## config.mk

```make
export PLATFORM = sky130hd
export DESIGN_NAME = riscv_ifetch
export DESIGN_NICKNAME = d
export VERILOG_FILES = /design/src/rtl/riscv_package.sv /design/src/rtl/riscv_ifetch_buf.sv /design/src/rtl/riscv_ifetch.sv
export SDC_FILE = /design/constraint.sdc
export NUM_CORES = 1
export LEC_CHECK = 0
export CAP_MARGIN = 30
export CORE_AREA = 2 2 84 86
export DETAILED_ROUTE_END_ITERATION = 7
export DIE_AREA = 0 0 86 88
export PLACE_DENSITY = 0.78
export SKIP_CTS_REPAIR_TIMING = 1
export SYNTH_ARGS = -nofsm -noshare
export SYNTH_HDL_FRONTEND = slang
export SYNTH_HIERARCHICAL = 1
export SYNTH_SLANG_ARGS = --single-unit
export TNS_END_PERCENT = 50
```

## constraint.sdc

```tcl
create_clock -name clk -period 1.86 [get_ports clk]
set_input_delay 0.186 -clock clk [delete_from_list [all_inputs] [get_ports clk]]
set_output_delay 0.186 -clock clk [all_outputs]
set_load 0.01 [all_outputs]
```

## src/rtl/riscv_package.sv

```systemverilog
// Shared types and constants for the instruction fetch unit.
package riscv_package;

  localparam int IFETCH_DEPTH_MAX = 4;
  localparam int IFETCH_PTR_W     = 2;

  typedef logic [1:0] ifetch_state_t;

  localparam ifetch_state_t IF_IDLE = 2'd0;
  localparam ifetch_state_t IF_REQ  = 2'd1;
  localparam ifetch_state_t IF_WAIT = 2'd2;

  // Word addresses wrap naturally at 2^30.
  function automatic logic [29:0] ifetch_next_addr(input logic [29:0] addr);
    return addr + 30'd1;
  endfunction

endpackage

```

## src/rtl/riscv_ifetch_buf.sv

```systemverilog
// Tagged prefetch FIFO: DEPTH entries of {30-bit word address, 32-bit data}.
// A slot can be reserved while a prefetch is in flight so full accounts for it.
module riscv_ifetch_buf
  import riscv_package::*;
#(
  parameter int DEPTH = 2
) (
  input  logic        clk,
  input  logic        rst,
  input  logic        push,
  input  logic [29:0] push_tag,
  input  logic [31:0] push_data,
  input  logic        pop,
  input  logic        flush,
  input  logic        rsv_set,
  input  logic        rsv_clr,
  output logic [29:0] head_tag,
  output logic [31:0] head_data,
  output logic        full,
  output logic        empty
);

  localparam logic [IFETCH_PTR_W-1:0] LAST_PTR = IFETCH_PTR_W'(DEPTH - 1);
  localparam logic [IFETCH_PTR_W:0]   DEPTH_C  = (IFETCH_PTR_W + 1)'(DEPTH);

  logic [29:0]             tag_reg  [IFETCH_DEPTH_MAX];
  logic [31:0]             data_reg [IFETCH_DEPTH_MAX];
  logic [IFETCH_PTR_W-1:0] rd_ptr_reg, rd_ptr_next;
  logic [IFETCH_PTR_W-1:0] wr_ptr_reg, wr_ptr_next;
  logic [IFETCH_PTR_W:0]   count_reg, count_next;
  logic                    rsv_reg, rsv_next;
  logic                    push_ok, pop_ok;
  logic [IFETCH_DEPTH_MAX-1:0] wen;

  function automatic logic [IFETCH_PTR_W-1:0] ptr_inc(input logic [IFETCH_PTR_W-1:0] p);
    return (p == LAST_PTR) ? '0 : p + 1'b1;
  endfunction

  assign empty     = (count_reg == '0);
  assign full      = (count_reg + {{IFETCH_PTR_W{1'b0}}, rsv_reg}) >= DEPTH_C;
  assign push_ok   = push && !flush && (count_reg < DEPTH_C);
  assign pop_ok    = pop && !flush && !empty;
  assign head_tag  = tag_reg[rd_ptr_reg];
  assign head_data = data_reg[rd_ptr_reg];

  generate
    for (genvar gi = 0; gi < IFETCH_DEPTH_MAX; gi++) begin : g_wen
      assign wen[gi] = push_ok && (wr_ptr_reg == IFETCH_PTR_W'(gi));
    end
  endgenerate

  always_comb begin
    rd_ptr_next = rd_ptr_reg;
    wr_ptr_next = wr_ptr_reg;
    count_next  = count_reg;
    if (flush) begin
      rd_ptr_next = '0;
      wr_ptr_next = '0;
      count_next  = '0;
    end else begin
      if (push_ok) wr_ptr_next = ptr_inc(wr_ptr_reg);
      if (pop_ok)  rd_ptr_next = ptr_inc(rd_ptr_reg);
      case ({push_ok, pop_ok})
        2'b10:   count_next = count_reg + 1'b1;
        2'b01:   count_next = count_reg - 1'b1;
        default: count_next = count_reg;
      endcase
    end
    rsv_next = rsv_reg;
    if (rsv_set)      rsv_next = 1'b1;
    else if (rsv_clr) rsv_next = 1'b0;
  end

  always_ff @(posedge clk or negedge rst) begin
    if (!rst) begin
      rd_ptr_reg <= '0;
      wr_ptr_reg <= '0;
      count_reg  <= '0;
      rsv_reg    <= 1'b0;
    end else begin
      rd_ptr_reg <= rd_ptr_next;
      wr_ptr_reg <= wr_ptr_next;
      count_reg  <= count_next;
      rsv_reg    <= rsv_next;
    end
  end

  always_ff @(posedge clk or negedge rst) begin
    if (!rst) begin
      for (int i = 0; i < IFETCH_DEPTH_MAX; i++) begin
        tag_reg[i]  <= '0;
        data_reg[i] <= '0;
      end
    end else begin
      for (int i = 0; i < IFETCH_DEPTH_MAX; i++) begin
        if (wen[i]) begin
          tag_reg[i]  <= push_tag;
          data_reg[i] <= push_data;
        end
      end
    end
  end

endmodule

```

## src/rtl/riscv_ifetch.sv

```systemverilog
// Instruction fetch unit: demand fetches with one outstanding memory transaction.
// Define RISCV_IFETCH_PREFETCH_EN to add the sequential prefetch buffer.
module riscv_ifetch
  import riscv_package::*;
#(
  parameter int DEPTH = 2
) (
  input  logic        clk,
  input  logic        rst,
  input  logic        fetch_req,
  input  logic [29:0] fetch_addr,
  output logic [31:0] instr,
  output logic        instr_valid,
  output logic        imem_req,
  output logic [29:0] imem_addr,
  input  logic        imem_gnt,
  input  logic        imem_rvalid,
  input  logic [31:0] imem_rdata
);

  ifetch_state_t state_reg, state_next;
  logic          txn_demand_reg, txn_demand_next;
  logic          stale_reg, stale_next;
  logic [29:0]   last_addr_reg, last_addr_next;
  logic          imem_req_reg, imem_req_next;
  logic [29:0]   imem_addr_reg, imem_addr_next;
  logic [31:0]   instr_reg, instr_next;
  logic          instr_valid_reg, instr_valid_next;

  logic          fetch_act, rsp_done, demand_rsp, issue;
  logic [29:0]   issue_addr;
  logic          hit, stale_set, want_demand, want_pf;
  logic [31:0]   hit_data;

  // The core still holds fetch_req in the cycle instr_valid is shown; ignore it then.
  assign fetch_act  = fetch_req && !instr_valid_reg;
  assign rsp_done   = (state_reg == IF_WAIT) && imem_rvalid;
  assign demand_rsp = rsp_done && txn_demand_reg && !stale_reg;

`ifdef RISCV_IFETCH_PREFETCH_EN
  logic        buf_full, buf_empty, miss, pf_push, primed_reg;
  logic [29:0] head_tag;

  assign hit         = fetch_act && !buf_empty && (head_tag == fetch_addr);
  assign miss        = fetch_act && !buf_empty && (head_tag != fetch_addr);
  assign want_demand = fetch_act && (buf_empty || miss);
  assign want_pf     = primed_reg && !buf_full;
  assign pf_push     = rsp_done && !txn_demand_reg && !stale_reg && !miss;
  // A response landing in the miss cycle is simply dropped; only later ones need the flag.
  assign stale_set   = miss && ((state_reg == IF_REQ) ||
                                ((state_reg == IF_WAIT) && !imem_rvalid));

  // The prefetch stream has no meaningful base address until a demand fetch.
  always_ff @(posedge clk or negedge rst) begin
    if (!rst)                     primed_reg <= 1'b0;
    else if (issue && want_demand) primed_reg <= 1'b1;
  end

  riscv_ifetch_buf #(
    .DEPTH(DEPTH)
  ) u_buf (
    .clk      (clk),
    .rst      (rst),
    .push     (pf_push),
    .push_tag (imem_addr_reg),
    .push_data(imem_rdata),
    .pop      (hit),
    .flush    (miss),
    .rsv_set  (issue && !want_demand),
    .rsv_clr  (rsp_done && !txn_demand_reg),
    .head_tag (head_tag),
    .head_data(hit_data),
    .full     (buf_full),
    .empty    (buf_empty)
  );
`else
  logic [31:0] unused_depth;
  assign unused_depth = 32'(DEPTH);
  assign hit          = 1'b0;
  assign hit_data     = '0;
  assign want_demand  = fetch_act;
  assign want_pf      = 1'b0;
  assign stale_set    = 1'b0;
`endif

  assign issue      = (state_reg == IF_IDLE) && (want_demand || want_pf);
  assign issue_addr = want_demand ? fetch_addr : ifetch_next_addr(last_addr_reg);

  always_comb begin
    state_next       = state_reg;
    txn_demand_next  = txn_demand_reg;
    last_addr_next   = last_addr_reg;
    imem_req_next    = imem_req_reg;
    imem_addr_next   = imem_addr_reg;
    instr_valid_next = demand_rsp || hit;
    instr_next       = instr_reg;
    if (hit)             instr_next = hit_data;
    else if (demand_rsp) instr_next = imem_rdata;

    stale_next = stale_reg;
    if (rsp_done)       stale_next = 1'b0;
    else if (stale_set) stale_next = 1'b1;

    case (state_reg)
      IF_IDLE: begin
        if (issue) begin
          state_next      = IF_REQ;
          imem_req_next   = 1'b1;
          imem_addr_next  = issue_addr;
          last_addr_next  = issue_addr;
          txn_demand_next = want_demand;
        end
      end
      IF_REQ: begin
        if (imem_gnt) begin
          state_next    = IF_WAIT;
          imem_req_next = 1'b0;
        end
      end
      IF_WAIT: begin
        if (imem_rvalid) state_next = IF_IDLE;
      end
      default: begin
        state_next    = IF_IDLE;
        imem_req_next = 1'b0;
      end
    endcase
  end

  always_ff @(posedge clk or negedge rst) begin
    if (!rst) begin
      state_reg       <= IF_IDLE;
      txn_demand_reg  <= 1'b0;
      stale_reg       <= 1'b0;
      last_addr_reg   <= '0;
      imem_req_reg    <= 1'b0;
      imem_addr_reg   <= '0;
      instr_reg       <= '0;
      instr_valid_reg <= 1'b0;
    end else begin
      state_reg       <= state_next;
      txn_demand_reg  <= txn_demand_next;
      stale_reg       <= stale_next;
      last_addr_reg   <= last_addr_next;
      imem_req_reg    <= imem_req_next;
      imem_addr_reg   <= imem_addr_next;
      instr_reg       <= instr_next;
      instr_valid_reg <= instr_valid_next;
    end
  end

  assign imem_req    = imem_req_reg;
  assign imem_addr   = imem_addr_reg;
  assign instr       = instr_reg;
  assign instr_valid = instr_valid_reg;

endmodule

```

# After elaboration in Yosys (flattened, before gate mapping)
# Cells that the tools add are included.
classes:
  addsub: 1
  n_eq_ne: 5
  mux: 8
  bitwise_logic: 1
  n_reduce_logical: 9
op_table:
  columns: ["operator", "count"]
  rows:
  - ["$add 30x1->30 const B", 1]
  - ["$mux 30", 1]
  - ["$mux 2", 3]
  - ["$ne 2x2->1 const B", 3]
  - ["$pmux 2 s3", 1]
  - ["$reduce_and 3->1", 2]
  - ["$logic_and 1x1->1", 4]
  - ["$pmux 1 s3", 1]
  - ["$eq 2x1->1 const B", 1]
  - ["$eq 2x2->1 const B", 1]
  - ["$logic_not 2->1", 1]
  - ["$mux 1", 2]
  - ["$reduce_and 2->1", 1]
  - ["$logic_not 1->1", 1]
  - ["$not 1->1", 1]
word_totals:
  register_bits: 67
  out_inout_bits: 64

# Logic depth before layout (Yosys ltp)
# Gate-level depths: netlist (run 1).
depth:
  word_depth: 5
  mapped_depth: 3
  ltp_nobuf: 2

# Worst setup path before layout (run 1)
# No wires, ideal clock.
synth_path:
  kind: "register to register"
  startpoint: "register instr_valid_reg, in the netlist instr_valid"
  endpoint: "register imem_addr_reg[10], in the netlist imem_addr[10]"
  setup_ns: 0.125
  arrival_ns: 1.376
  path_slack_ns: 0.359
  stages_incl_launch_ff: 4
  path_buffers: 1
  synth_period_minus_slack_ns: 1.501
  path_cell_list: "dfrtp_1 -> nor4b_4 -> buf_6 -> mux2_2"
synth_via:
  elab_chain_cells: 4
  elab_cells_between_ends: 5
  cone_classes: "mux (1); reduce/logical (4)"
synth_rtl:
  columns: ["element", "line_no", "rtl"]
  rows:
  - ["from (decl)", "riscv_ifetch.sv:28", "logic instr_valid_reg, instr_valid_next;"]
  - ["from (signal assigned)", "riscv_ifetch.sv:148", "instr_valid_reg <= instr_valid_next;"]
  - ["$logic_not 1->1 (*)", "riscv_ifetch.sv:36", "assign fetch_act = fetch_req && !instr_valid_reg;"]
  - ["$logic_and 1x1->1 (*)", "riscv_ifetch.sv:36", null]
  - ["$logic_and 1x1->1", "riscv_ifetch.sv:86", "assign issue = (state_reg == IF_IDLE) && (want_demand || want_pf);"]
  - ["$reduce_and 2->1 (no source line)", null, null]
  - ["to (signal assigned)", "riscv_ifetch.sv:146", "imem_addr_reg <= imem_addr_next;"]
  - ["to (decl)", "riscv_ifetch.sv:26", "logic [29:0] imem_addr_reg, imem_addr_next;"]
# Mark *: on every way between the ends. The rest lies on a longest branch, timed or not.
# A chain may end at the register's enable or synchronous reset.

# Worst setup path after layout (run 1)
layout_path:
  startpoint: "register state_reg[1]"
  endpoint: "register imem_addr_reg[2], in the netlist imem_addr[2]"
layout_via:
  elab_chain_cells: 3
layout_rtl:
  columns: ["element", "line_no", "rtl"]
  rows:
  - ["from (decl)", "riscv_ifetch.sv:21", "ifetch_state_t state_reg, state_next;"]
  - ["from (signal assigned)", "riscv_ifetch.sv:141", "state_reg <= state_next;"]
  - ["$logic_not 2->1 (*)", "riscv_ifetch.sv:86, riscv_ifetch.sv:104", null]
  - ["$logic_and 1x1->1", "riscv_ifetch.sv:86", null]
  - ["$reduce_and 2->1 (no source line) (*)", null, null]
# Marked as above.

==> flow_summary.json, run 1 <==
{
  "status": "finished, final reports clean",
  "route.met3.wl_um": 571,
  "netlist-cell-type-count": 16,
  "min_path_type": "input port to asynchronous set/reset pin",
  "vias": 1749,
  "wl_met2_um": 2710,
  "die_x_um": 86,
  "synth_area_leaders": "dfrtp_1 66%, mux2_2 27%, buf_6 1.3%",
  "cap_violations": 0,
  "htreeDepth": 3,
  "max_freq_ghz": 0.647,
  "crit_required_ns": 2.06,
  "hpwl_um": 4130,
  "synth_top_cell_area_share_pct": 66.3,
  "final_common_cell": "clkdlybuf4s50_1",
  "clock_path_buffers": 2,
  "drt_drc_violations_left": 0,
  "power_density_nw_per_um2": 1640,
  "clockRootBuffer": "clkbuf_8",
  "cts.clk_slew.worst_paths_ns": 0.07,
  "place_area_um2": 3950,
  "clock_sinks": 67,
  "synth_top_cell_by_area": "dfrtp_1",
  "ir_drop_mv": 0.699,
  "leakage_uw": 0.00174,
  "drt-total-wl_um": 5500,
  "syn-num-nets": 214,
  "period_share_pct": 83.1,
  "maxSlewHeadroom_pct": 75.7,
  "gr-total-overflow": 0,
  "ys_seq_area_share_pct": 66.3,
  "path_class": "register to register",
  "core_area_um2": 6640,
  "fin_skew_ns": 0.00863,
  "slowest_delay_ns": 0.46,
  "avgSynthCellArea_um2": 17.2,
  "synth-seq-cells": 67,
  "grt_pass1_vias": 1843,
  "report.final.slew_viol_count": 0,
  "largest_reg_flops": 32,
  "portBuffers": 130,
  "wl_met1_um": 2160,
  "grt_pass1_wl_um": 8850,
  "grt_max_degree": 34,
  "highest_layer": "met4",
  "start_util_pct": 38.1,
  "finalSetupTns_ns": 0,
  "path_cells": "nor4b_4 > buf_4 > mux2_2",
  "vias_per_cell": 4.69,
  "cts_tree": "yes",
  "startpoint_type": "register",
  "drt_first_pass_iters": 3,
  "hold_violations": 0,
  "diodes": 0,
  "worst_slew_pin_slew_ns": 0.364,
  "cp_max_fo": 12,
  "stdcell_area_um2": 4160,
  "cp-end-kind": "register",
  "total_power_uw": 6820,
  "yosysWarnings": 6,
  "die_h_um": 88,
  "fin_crit_ns": 1.55,
  "grt_use_total_pct": 15.2,
  "pre_cts_slack_ns": 0.161,
  "wire_per_inst_um": 14.7,
  "drive_gt1_share_pct": 28.7,
  "ant_nets": 0,
  "drt_iter0_markers": 52,
  "clk_latency_ns": 0.32,
  "fin_nets": 356,
  "rsz0062_at_grt": "no",
  "cts_buffers": 9,
  "antenna_found_initial": 0,
  "die_area_um2": 7570,
  "layout_common_cells": "129 x clkdlybuf4s50_1, 67 x dfrtp_1, 60 x mux2_2",
  "setup_viol": 0,
  "place_congestion": 0.693,
  "fin_ws_ns": 0.314,
  "regToRegSetupSlack_ns": 0.31,
  "slowest_stage": "dfrtp_1",
  "worstPathArrival_ns": 1.75,
  "ios": 131,
  "netlist_area_um2": 2530,
  "netlist_instances": 147,
  "area_delta_synth_final_pct": 64.3,
  "num_rows": 30
}
worst max-delay path: cells and delay by family, from the launching register on:
family / cells / cell delay, ns
buf+inv: 1 / 0.26
flops: 1 / 0.46
mux: 1 / 0.35
simple gates: 1 / 0.36
through the flow:
| stage | util (%) | cells | hold WS, ns |
|---|---|---|---|
| after floorplan | - | 147 | -0.110 |
| after global placement | 59.5 | 357 | 0.118 |
| after detailed placement | 59.5 | 357 | 0.125 |
| after CTS | 62.4 | 372 | -0.234 |
| after global routing | 62.5 | 373 | 0.362 |
| final | 62.5 | 373 | 0.340 |
logic make-up (layout without fill, tap and decap cells):
logic type	Yosys count	count (layout)	share of synthesized area, %
flops	67	67	66.3
mux	62	62	27.6
simple gates	7	7	2.77
buf+inv	7	153	2.37
compound gates	4	4	0.940
cell type report:
cell class,instances,area [um2]
fillers,535,2490
flip-flops and latches,67,1680
repair buffers,137,1390
multi-input cells,73,792
clock buffers,13,159
well taps,80,100
clock inverters,2,35.0
inverters,1,3.75
where the power goes:
part,switching (uW),internal (uW),leakage [uW]
Sequential,383,2190,0.000793
Clock,492,685,0.0000995
Combinational,1040,2030,0.000851
Total,1920,4900,0.00174
worst paths after layout:
path                          startpoint           end  depth (start not counted)
setup / recovery            state_reg[1]  imem_addr[2]                          3
hold / removal                       rst  imem_addr[5]                          2
setup reg to reg            state_reg[1]  imem_addr[2]                          3
hold reg to reg                 imem_req      imem_req                          1
max in group asynchronous            rst  imem_addr[6]                          3
min in group clk           fetch_addr[4]  imem_addr[4]                          2
synthesized netlist by cell type:
cell type and count:
dfrtp_1 67, mux2_2 60, buf_4 3, buf_6 3, mux2_1 2, nand2b_1 2, a21o_1 1, a21oi_1 1
inv_1 1, nand2_1 1, nand4b_2 1, nor4b_4 1, o21ai_0 1, o22ai_1 1, or2_2 1, or3b_2 1
per-layer routing:
metal | up-vias | global-route usage [%]
li1 | 801 | -
met3 | 6 | 6.03
met2 | 82 | 25.2
met1 | 860 | 17.9
met4 | 0 | 6.06
met5 | - | 0
(Power assumes the default switching activity.)
==> run 2: changes to the inputs <==
- CORE_AREA: 2 2 84 86 -> 2 2 88 90
- DIE_AREA: 0 0 86 88 -> 0 0 90 92
- PLACE_DENSITY: 0.78 -> 0.74
- clock period: 1.86 -> 1.3 ns (I/O delays scaled with it)
==> flow_summary.json, run 2 (same netlist as run 1, synthesis figures left out) <==
{
  "status": "finished with violations",
  "failed_checks": "negative setup slack",
  "clk_latency_ns": 0.33,
  "final_common_cell": "dfrtp_1",
  "drt-total-wl_um": 6060,
  "grt_pass1_vias": 1849,
  "finalSetupTns_ns": -7.99,
  "fill_cells": 589,
  "clock_sinks": 67,
  "drive_gt1_share_pct": 31.0,
  "wire_per_inst_um": 15.0,
  "cp-end-kind": "register",
  "cp_max_fo": 10,
  "vias_per_cell": 4.50,
  "portBuffers": 130,
  "startpoint_type": "register",
  "ios": 131,
  "die_h_um": 92,
  "clockRootBuffer": "clkbuf_8",
  "cts_tree": "yes",
  "antenna_found_initial": 0,
  "fin_ws_ns": -0.163,
  "drt_first_pass_iters": 4,
  "crit_required_ns": 1.51,
  "hpwl_um": 4010,
  "die_area_um2": 8280,
  "start_util_pct": 34.0,
  "max_freq_ghz": 0.683,
  "ir_drop_mv": 1.07,
  "largest_reg_flops": 32,
  "grt_max_degree": 68,
  "cap_violations": 0,
  "min_path_type": "input port to asynchronous set/reset pin",
  "worstReg2RegStart": "instr_valid",
  "fin_crit_ns": 1.46,
  "fin_skew_ns": 0.00519,
  "report.final.slew_viol_count": 0,
  "cts.clk_slew.worst_paths_ns": 0.07,
  "worstPathArrival_ns": 1.67,
  "layout_common_cells": "67 x dfrtp_1, 65 x clkdlybuf4s50_1, 64 x dlymetal6s2s_1",
  "maxSlewHeadroom_pct": 75.9,
  "power_density_nw_per_um2": 2190,
  "htreeDepth": 3,
  "reg2reg_depth": 4,
  "area_delta_synth_final_pct": 79.9,
  "path_class": "register to register",
  "gr-total-overflow": 0,
  "drt_iter0_markers": 39,
  "worstReg2RegEnd": "imem_addr[22]",
  "num_rows": 32,
  "place_inst": 381,
  "regToRegSetupSlack_ns": -0.16,
  "period_share_pct": 113,
  "core_area_um2": 7450,
  "leakage_uw": 0.00250,
  "fin_nets": 366,
  "die_x_um": 90,
  "place_congestion": 0.663,
  "worst_slew_pin_slew_ns": 0.362,
  "setup_viol": 62,
  "hold_violations": 0,
  "vias": 1823,
  "grt_pass1_wl_um": 8900,
  "rsz0062_at_grt": "yes",
  "diodes": 0,
  "clock_path_buffers": 2,
  "instances_no_fill": 405,
  "critPathLaunch": "instr_valid",
  "cts_buffers": 9,
  "drt_drc_violations_left": 0,
  "ant_nets": 0,
  "grt_use_total_pct": 13.7
}
[run 2: cell count changes in the layout (fill, tap and decap cells not counted), sizes merged]
cell | before | now
clkdlybuf4s50 | 129 | 65
buf | 7 | 14
dlymetal6s2s | 0 | 64
clkbuf | 13 | 16
[run 2: worst max-delay path, stage by stage (launching register included)]
cell and delay [ns]:
dfrtp_1 0.41, nor4b_4 0.29, buf_6 0.16, clkbuf_16 0.16
mux2_2 0.33
[run 2: per-layer routing]
| metal | vias to the layer above | share of wire [%] | global-route usage [%] |
|---|---|---|---|
| li1 | 821 | - | - |
| met1 | 909 | 41 | 17.2 |
| met2 | 85 | 50 | 20.9 |
| met3 | 8 | 8.2 | 5.75 |
| met4 | 0 | 1.0 | 5.77 |
| met5 | - | 0 | 0 |
[run 2: worst max-delay path by stage]
stage                    endpoint  slack (ns)  depth (start not counted)
floorplan           imem_addr[10]       -0.20                          3
global placement    imem_addr[17]       -0.30                          4
detailed placement  imem_addr[27]       -0.32                          4
CTS                   instr_valid       -0.24                          2
global route        imem_addr[25]       -0.21                          4
finish              imem_addr[22]       -0.16                          4
[run 2: layout make-up]
class	instances	area (um2)	area share (%)
well taps	102	128	2.81
multi-input cells	73	838	18.4
clock inverters	2	35.0	0.770
flip-flops and latches	67	1680	36.9
inverters	1	3.75	0.0825
repair buffers	147	1710	37.6
clock buffers	13	159	3.49
[run 2: through the flow]
| stage | instance area [um2] | hold WS, ns | setup WS (ns) | power [uW] | utilization, % |
|---|---|---|---|---|---|
| after floorplan | 2530 | -0.166 | -0.196 | 5610 | - |
| after global placement | 4010 | 0.177 | -0.301 | 8120 | 53.8 |
| after detailed placement | 4010 | 0.183 | -0.319 | 8250 | 53.8 |
| after CTS | 4200 | -0.176 | -0.242 | 10000 | 56.4 |
| after global routing | 4550 | 0.376 | -0.206 | 10600 | 61.1 |
| final | 4550 | 0.368 | -0.163 | 9970 | 61.1 |
[run 2: power by group]
group / internal [uW] / switching, uW / leakage [uW]
Sequential: 3130 / 492 / 0.000793
Combinational: 3020 / 1640 / 0.00161
Clock: 979 / 708 / 0.0000995
Total: 7130 / 2840 / 0.00250
==> run 3: changes to the inputs <==
- CAP_MARGIN: 30 -> default
==> results of run 3 <==
Final layout, timing and power as in run 2 (identical DEF).
